**src/rtl/mem_ctrl_pkg.sv**
```systemverilog
// rtl/mem_ctrl_pkg.sv - shared command codes, I/O address map and response FSM states
package mem_ctrl_pkg;

  localparam int unsigned RAM_WORDS = 256;

  localparam logic [1:0] MNONE  = 2'b00;
  localparam logic [1:0] MREAD  = 2'b01;
  localparam logic [1:0] MWRITE = 2'b10;
  localparam logic [1:0] MILL   = 2'b11;

  localparam logic [8:0] ADDR_LED    = 9'h100;
  localparam logic [8:0] ADDR_SW     = 9'h140;
  localparam logic [8:0] ADDR_TIMER  = 9'h180;
  localparam logic [8:0] ADDR_STATUS = 9'h1C0;

  typedef enum logic {
    S_IDLE = 1'b0,
    S_RESP = 1'b1
  } resp_state_t;

endpackage

```
**src/rtl/ram_256x16.sv**
```systemverilog
// rtl/ram_256x16.sv - single-port 256x16 synchronous RAM, registered read, contents not reset
module ram_256x16
  import mem_ctrl_pkg::*;
(
  input  logic        clk,
  input  logic        we_i,
  input  logic        re_i,
  input  logic [7:0]  addr_i,
  input  logic [15:0] wdata_i,
  output logic [15:0] rdata_o
);

  logic [15:0] mem_q [RAM_WORDS];
  logic [15:0] rdata_q;

  // Output register only loads on reads so it holds across writes and idle cycles.
  always_ff @(posedge clk) begin
    if (we_i) mem_q[addr_i] <= wdata_i;
    if (re_i) rdata_q <= mem_q[addr_i];
  end

  assign rdata_o = rdata_q;

endmodule

```
**src/rtl/mem_ctrl.sv**
```systemverilog
// rtl/mem_ctrl.sv - CPU memory/I-O controller: RAM, LED, SW, STATUS; TIMER built when MEM_CTRL_TIMER_EN is defined
module mem_ctrl
  import mem_ctrl_pkg::*;
(
  input  logic        clk,
  input  logic        reset,
  input  logic [1:0]  mem_cmd,
  input  logic [8:0]  mem_addr,
  input  logic [15:0] write_data,
  output logic [15:0] read_data,
  output logic        mem_ready,
  input  logic [7:0]  SW,
  output logic [7:0]  LEDR,
  output logic        bus_err
);

  resp_state_t state_q, state_d;
  logic        is_rd, is_wr, accepted;
  logic        hit_ram, hit_led, hit_sw, hit_tmr, hit_stat, unmapped;
  logic        err_set, err_clr;
  logic [15:0] io_rdata;
  logic [15:0] ram_rdata;
  logic        read_src_q, read_src_d;
  logic [15:0] io_q, io_d;
  logic [7:0]  led_q, led_d;
  logic [7:0]  sw_meta_q, sw_sync_q;
  logic        bus_err_q, bus_err_d;

`ifdef MEM_CTRL_TIMER_EN
  logic [15:0] timer_q, timer_d;
`endif

  always_comb begin
    is_rd    = (mem_cmd == MREAD);
    is_wr    = (mem_cmd == MWRITE);
    accepted = is_rd | is_wr;
    hit_ram  = ~mem_addr[8];
    hit_led  = (mem_addr == ADDR_LED);
    hit_sw   = (mem_addr == ADDR_SW);
    hit_stat = (mem_addr == ADDR_STATUS);
`ifdef MEM_CTRL_TIMER_EN
    hit_tmr  = (mem_addr == ADDR_TIMER);
`else
    hit_tmr  = 1'b0;
`endif
    unmapped = mem_addr[8] & ~(hit_led | hit_sw | hit_tmr | hit_stat);
  end

  always_comb begin
    io_rdata = 16'h0000;
    if (hit_led)  io_rdata = {8'h00, led_q};
    if (hit_sw)   io_rdata = {8'h00, sw_sync_q};
    if (hit_stat) io_rdata = {15'b0, bus_err_q};
`ifdef MEM_CTRL_TIMER_EN
    if (hit_tmr)  io_rdata = timer_q;
`endif
  end

  // read_data is a mux of two registers: the RAM output register or the I/O capture register.
  always_comb begin
    read_src_d = read_src_q;
    io_d       = io_q;
    led_d      = led_q;
    if (is_rd) begin
      read_src_d = hit_ram;
      if (!hit_ram) io_d = io_rdata;
    end
    if (is_wr && hit_led) led_d = write_data[7:0];

    err_set   = (mem_cmd == MILL) | (accepted & unmapped) | (is_wr & hit_sw);
    err_clr   = is_wr & hit_stat;
    bus_err_d = err_set ? 1'b1 : (err_clr ? 1'b0 : bus_err_q);
  end

  always_comb begin
    state_d   = state_q;
    mem_ready = 1'b0;
    case (state_q)
      S_IDLE: if (accepted) state_d = S_RESP;
      S_RESP: begin
        mem_ready = 1'b1;
        state_d   = accepted ? S_RESP : S_IDLE;
      end
      default: state_d = S_IDLE;
    endcase
  end

  always_ff @(posedge clk or posedge reset) begin
    if (reset) begin
      state_q    <= S_IDLE;
      read_src_q <= 1'b0;
      io_q       <= 16'h0000;
      led_q      <= 8'h00;
      sw_meta_q  <= 8'h00;
      sw_sync_q  <= 8'h00;
      bus_err_q  <= 1'b0;
    end else begin
      state_q    <= state_d;
      read_src_q <= read_src_d;
      io_q       <= io_d;
      led_q      <= led_d;
      sw_meta_q  <= SW;
      sw_sync_q  <= sw_meta_q;
      bus_err_q  <= bus_err_d;
    end
  end

`ifdef MEM_CTRL_TIMER_EN
  always_comb begin
    timer_d = timer_q + 16'd1;
    if (is_wr && hit_tmr) timer_d = write_data;
  end

  always_ff @(posedge clk or posedge reset) begin
    if (reset) timer_q <= 16'h0000;
    else       timer_q <= timer_d;
  end
`endif

  ram_256x16 u_ram (
    .clk     (clk),
    .we_i    (is_wr & hit_ram),
    .re_i    (is_rd & hit_ram),
    .addr_i  (mem_addr[7:0]),
    .wdata_i (write_data),
    .rdata_o (ram_rdata)
  );

  assign read_data = read_src_q ? ram_rdata : io_q;
  assign LEDR      = led_q;
  assign bus_err   = bus_err_q;

endmodule

```
**config.mk**
```make
export PLATFORM = sky130hd
export DESIGN_NAME = mem_ctrl
export DESIGN_NICKNAME = d
export VERILOG_FILES = /design/src/rtl/mem_ctrl_pkg.sv /design/src/rtl/ram_256x16.sv /design/src/rtl/mem_ctrl.sv
export SDC_FILE = /design/constraint.sdc
export NUM_CORES = 2
export LEC_CHECK = 0
export ABC_CLOCK_PERIOD_IN_PS = 2200
export CAP_MARGIN = 20
export CORE_ASPECT_RATIO = 0.6
export CORE_MARGIN = 5
export CORE_UTILIZATION = 31
export DETAILED_ROUTE_END_ITERATION = 8
export GPL_TIMING_DRIVEN = 0
export PLACE_DENSITY = 0.54
export SYNTH_ARGS = -nofsm -noshare
export SYNTH_HDL_FRONTEND = slang
export SYNTH_SLANG_ARGS = --single-unit
```
**constraint.sdc**
```tcl
create_clock -name clk -period 2.2 [get_ports clk]
set_input_delay 0.33 -clock clk [delete_from_list [all_inputs] [get_ports clk]]
set_output_delay 0.33 -clock clk [all_outputs]
set_load 0.005 [all_outputs]
```
# Word level (Yosys, flattened, before mapping)

Memories as Yosys holds them, arrays and structs flattened. A register that Yosys moved wholly into a read port is not among the register bits.
Index checks and enable logic that the tools add are counted.

Register bits after elaboration: 43
Latch bits: 0
Memory bits (writable): 4,096
Bits in read-only memories: 0
Input port bits: 37
Word-level logic and storage cells: 40
Memories kept: 1

Memory list:

| name        | words | width | rd ports | clocked after Yosys merged registers in | write ports | RTL line         | source |
|---|---|---|---|---|---|---|---|
| u_ram.mem_q | 256   | 16    | 1        | 1                                       | 1           | ram_256x16.sv:13 | `logic [15:0] mem_q [RAM_WORDS];` |

Add/subtract/negate cells: 0
Multipliers: 0
Divide/modulo/power cells: 0
$lt $le $gt $ge: 0
Equality and inequality tests: 6
Shift-type cells: 0
Multiplexer cells: 10
Bitwise operators: 13
Reduce and logical (&&, ||, !) cells: 3

Operators by type and width:

| kind                                                 | number |
|---|---|
| two-way mux 16 bit                                   | 3 |
| equality test 9 bit (second input constant)          | 3 |
| two-way mux 8 bit                                    | 1 |
| bitwise AND 1 bit                                    | 6 |
| two-way mux 1 bit                                    | 6 |
| bitwise OR 1 bit                                     | 5 |
| equality test 2 bit (second input constant)          | 2 |
| equality test 2 x 1 -> 1 bit (second input constant) | 1 |
| inverter 1 bit                                       | 2 |
| AND reduction 2 bit                                  | 1 |
| nonzero test 2 bit                                   | 1 |
| logical AND 1 bit                                    | 1 |

# Longest topological paths before layout

Depth in word-level cells: 9
Mapped depth: 9
Mapped depth without buffers: 7

# Modules after synthesis

Synthesis repeated with hierarchy kept, for this count alone.

Cells, all modules: 6,840
Area total of the unflattened synthesis: 157,025.6 sq um

Modules (own cells, without submodules):

| module     | times used | cells an instance | area each (sq um) |
|---|---|---|---|
| ram_256x16 | 1          | 6,727             | 155,559.2 |
| mem_ctrl   | 1          | 113               | 1,466.4 |

# Worst setup path after synthesis

Ideal clock, no wire load.

Path kind: input-to-reg
Start point: input mem_addr[0]
End point: memory u_ram.mem_q[117][0] (enable)
Setup time: 0.388 ns
Arrival: 2.445 ns
Data required time: 1.812 ns
Path slack: -0.633 ns
Stages: 8
Cells stage by stage: clkbuf_1 -> buf_6 -> clkbuf_1 -> buf_2 -> and3b_1 -> nand2_1 -> clkbuf_1 -> nor2_1

RTL lines:

| item            | RTL line         | source |
|---|---|---|
| start, declared | mem_ctrl.sv:8    | `input logic [8:0] mem_addr,` |
| end, declared   | ram_256x16.sv:13 |  |

Straight into the memory's write port.

==> flow_summary.ini <==
[yosys]
synthFlopType = edfxtp_1
synth_area_leader_cell = edfxtp_1
synth.area.top_cells = edfxtp_1, mux4_2, a22oi_1
syn_inst = 6818
synthesis.area_sq_mm = 0.1568
ys_ff_latch = 4147
syn_avg_cell_area_sq_um = 23.00
yosys_warnings = 0
synth_cell_types = 35
synth-edff-count = 4112
seq_area_frac_synth = 0.7931
synth_top_cell_area_share = 0.7875
synth_nets = 6858
ys_async_sr_fraction = 0.008440

[critical_path]
rr_startpoint = u_ram.mem_q[47][13]
worst-path-max-fanout = 1
critPathKind = reg -> reg
crit_path_end_kind = register
critPathLaunchType = register
cp.required_ps = 2860
worstPathArrival_ps = 3280
setup.worst_path.start = u_ram.mem_q[47][13]

[sta]
fmax_ghz = 0.3820
max_slew_margin = 0.2382
tightest_slew_ps = 1143
post-route-period-util = 1.190
slew_viol_final = 0
setup_ws_ps = -417.9
finalHoldViolCount = 0
hold_ws_ps = 34.95
rsz0062_at_grt = yes
finClkSkew_ps = 63.25
setup-tns-final_ps = -573640
period_minus_slack_ps = 2618
setup_viol = 3628

[drt]
wirelength_met1_mm = 216.7
wire_per_inst_um = 34.30
wirelength_mm = 506.4
drc = 0
drt_iter0_markers = 13440
ant_nets = 0
topRoutingLayerUsed = met5
post_drt_via_cell_ratio = 5.511
wl_met2_mm = 199.8
wl_met3_mm = 76.24
firstDrtPassIters = 6
num_vias = 81360

[final_layout]
utilization = 0.3795
drive_gt1_frac = 0.3734
num-nets-final = 7750
area_delta_synth_final_pct = 22.05
fillCellCount = 44710

[place]
place_ws_ps = -3447
port_buffers = 59
gp_congestion = 0.9093
dp_hpwl_mm = 334.6

[clock_network]
cts_buffer_depth = 4
cts_buffers = 368
clock-sinks = 4147
cts.clk_slew.worst_paths_ps = 70
tritoncts = built
htreeDepth = 5
clock_latency_ps = 950
root_buffer = clkbuf_16

[floorplanning]
ioPinCount = 63
die_w_um = 928.2
coreArea_sq_mm = 0.5042
rows = 202
start_util = 0.3110
die_h_um = 560.9
dieArea_sq_mm = 0.5206

[worst_hold_path]
hold_path_class = in -> reg
hp-start = mem_addr[2]

[power]
leakage_nw = 57.90
p_per_area_mw_per_mm2 = 846.6
ir_worst_vdd_mv = 0.7025
total_power_w = 0.1620

[global_routing]
grt_pass1_wl_mm = 679.6
grt_max_degree = 130
overflow = 0
antenna_found_initial = 31
grt_pass1_vias = 78110
grt_usage = 0.1882

[run_status]
violations = setup timing
outcome = finished, violations left

[flow_run]
maxCapViolCount = 0
==> final timing paths <==
path,end,slack [ps],cells after the start
min in group asynchronous,sw_meta_q[2],450,3
max reg2reg,u_ram.rdata_o[13],-420,5
max in group asynchronous,read_src_q,1040,3
min reg2reg,sw_sync_q[5],340,0
max,u_ram.rdata_o[13],-420,5
min,bus_err,30,5
==> cells in the mapped netlist (16+ instances only) <==
cell type	n
nand4_1	16
edfxtp_1	4112
a21oi_1	257
mux2_2	16
buf_2	71
clkbuf_1	274
nor2_1	263
mux4_2	1024
nand2_1	41
o41ai_1	64
a22oi_1	519
dfrtp_1	35
buf_4	28
buf_1	29
==> per-stage QoR <==
stage | cell area, sq um | std cells
final | 191400 | 14760
after global routing | 191300 | 14750
after CTS | 189700 | 14700
after detailed placement | 170000 | 13720
after global placement | 167900 | 13610
after floorplan | 158900 | 6818
==> worst max-delay path, stage by stage, from the launching register on <==
cell and delay, ps:
edfxtp_1 360, mux4_2 470, a22oi_1 500, a21oi_1 250, o41ai_2 580, nand4_1 160
==> flip-flops by register name, summed over array words and instances (netlist names) <==
signal / cells
u_ram.rdata_o: 16
bus_err: 1
read_src_q: 1
io_q: 8
LEDR: 8
sw_meta_q: 8
state_q: 1
sw_sync_q: 8
u_ram.mem_q: 4096
==> report_power, final <==
| part | internal [W] | switching [W] |
|---|---|---|
| Clock | 0.0360 | 0.0294 |
| Combinational | 0.00315 | 0.00648 |
| Sequential | 0.0869 | 0.0000421 |
==> cell type report <==
class / instances / area [sq um] / share of cell area
clock buffers: 455 / 9669 / 0.05053
repair buffers: 525 / 8059 / 0.04211
well taps: 6732 / 8423 / 0.04401
clock inverters: 205 / 2112 / 0.01104
flip-flops and latches: 4147 / 124400 / 0.6498
multi-input cells: 2250 / 35200 / 0.1839
plain buffers: 413 / 3457 / 0.01806
diodes: 31 / 77.57 / 0.0004054
inverters: 5 / 18.77 / 0.00009807
==> metal layers <==
metal | vias to the layer above | GRT usage
li1 | 31240 | -
met1 | 44480 | 0.2829
met2 | 5012 | 0.2439
met3 | 618 | 0.08610
met4 | 6 | 0.04600
met5 | - | 0.004076
==> cells by family (layout without fill, tap and decap cells) <==
family	after synthesis	in the layout	share of synthesized area
fa+ha+maj	3	3	0.0002394
compound gates	854	854	0.03717
buf+inv	421	1603	0.01199
simple gates	353	353	0.009320
flops	4147	4147	0.7931
other cells	0	31	0
mux	1040	1040	0.1482
==> layout by cell type (no fill, tap or decap), types with 94 or more instances in the layout <==
| cell type | count |
|---|---|
| a21oi_1 | 150 |
| buf_4 | 167 |
| a22oi_1 | 350 |
| mux4_2 | 1024 |
| clkbuf_2 | 94 |
| nor2_4 | 256 |
| buf_12 | 226 |
| clkbuf_16 | 384 |
| edfxtp_1 | 4112 |
| a22oi_2 | 169 |
| clkbuf_1 | 166 |
==> what timing repair did <==
action	4_1_cts	5_1_grt
buffers inserted	295	26
resized for setup	794	283
hold buffers	25	3
pin swaps	236	85
endpoints found under the hold margin	737	2
endpoints found under the setup margin	4154	3975
gates cloned	1	7
Note: power is estimated with default switching activity, not from simulation.
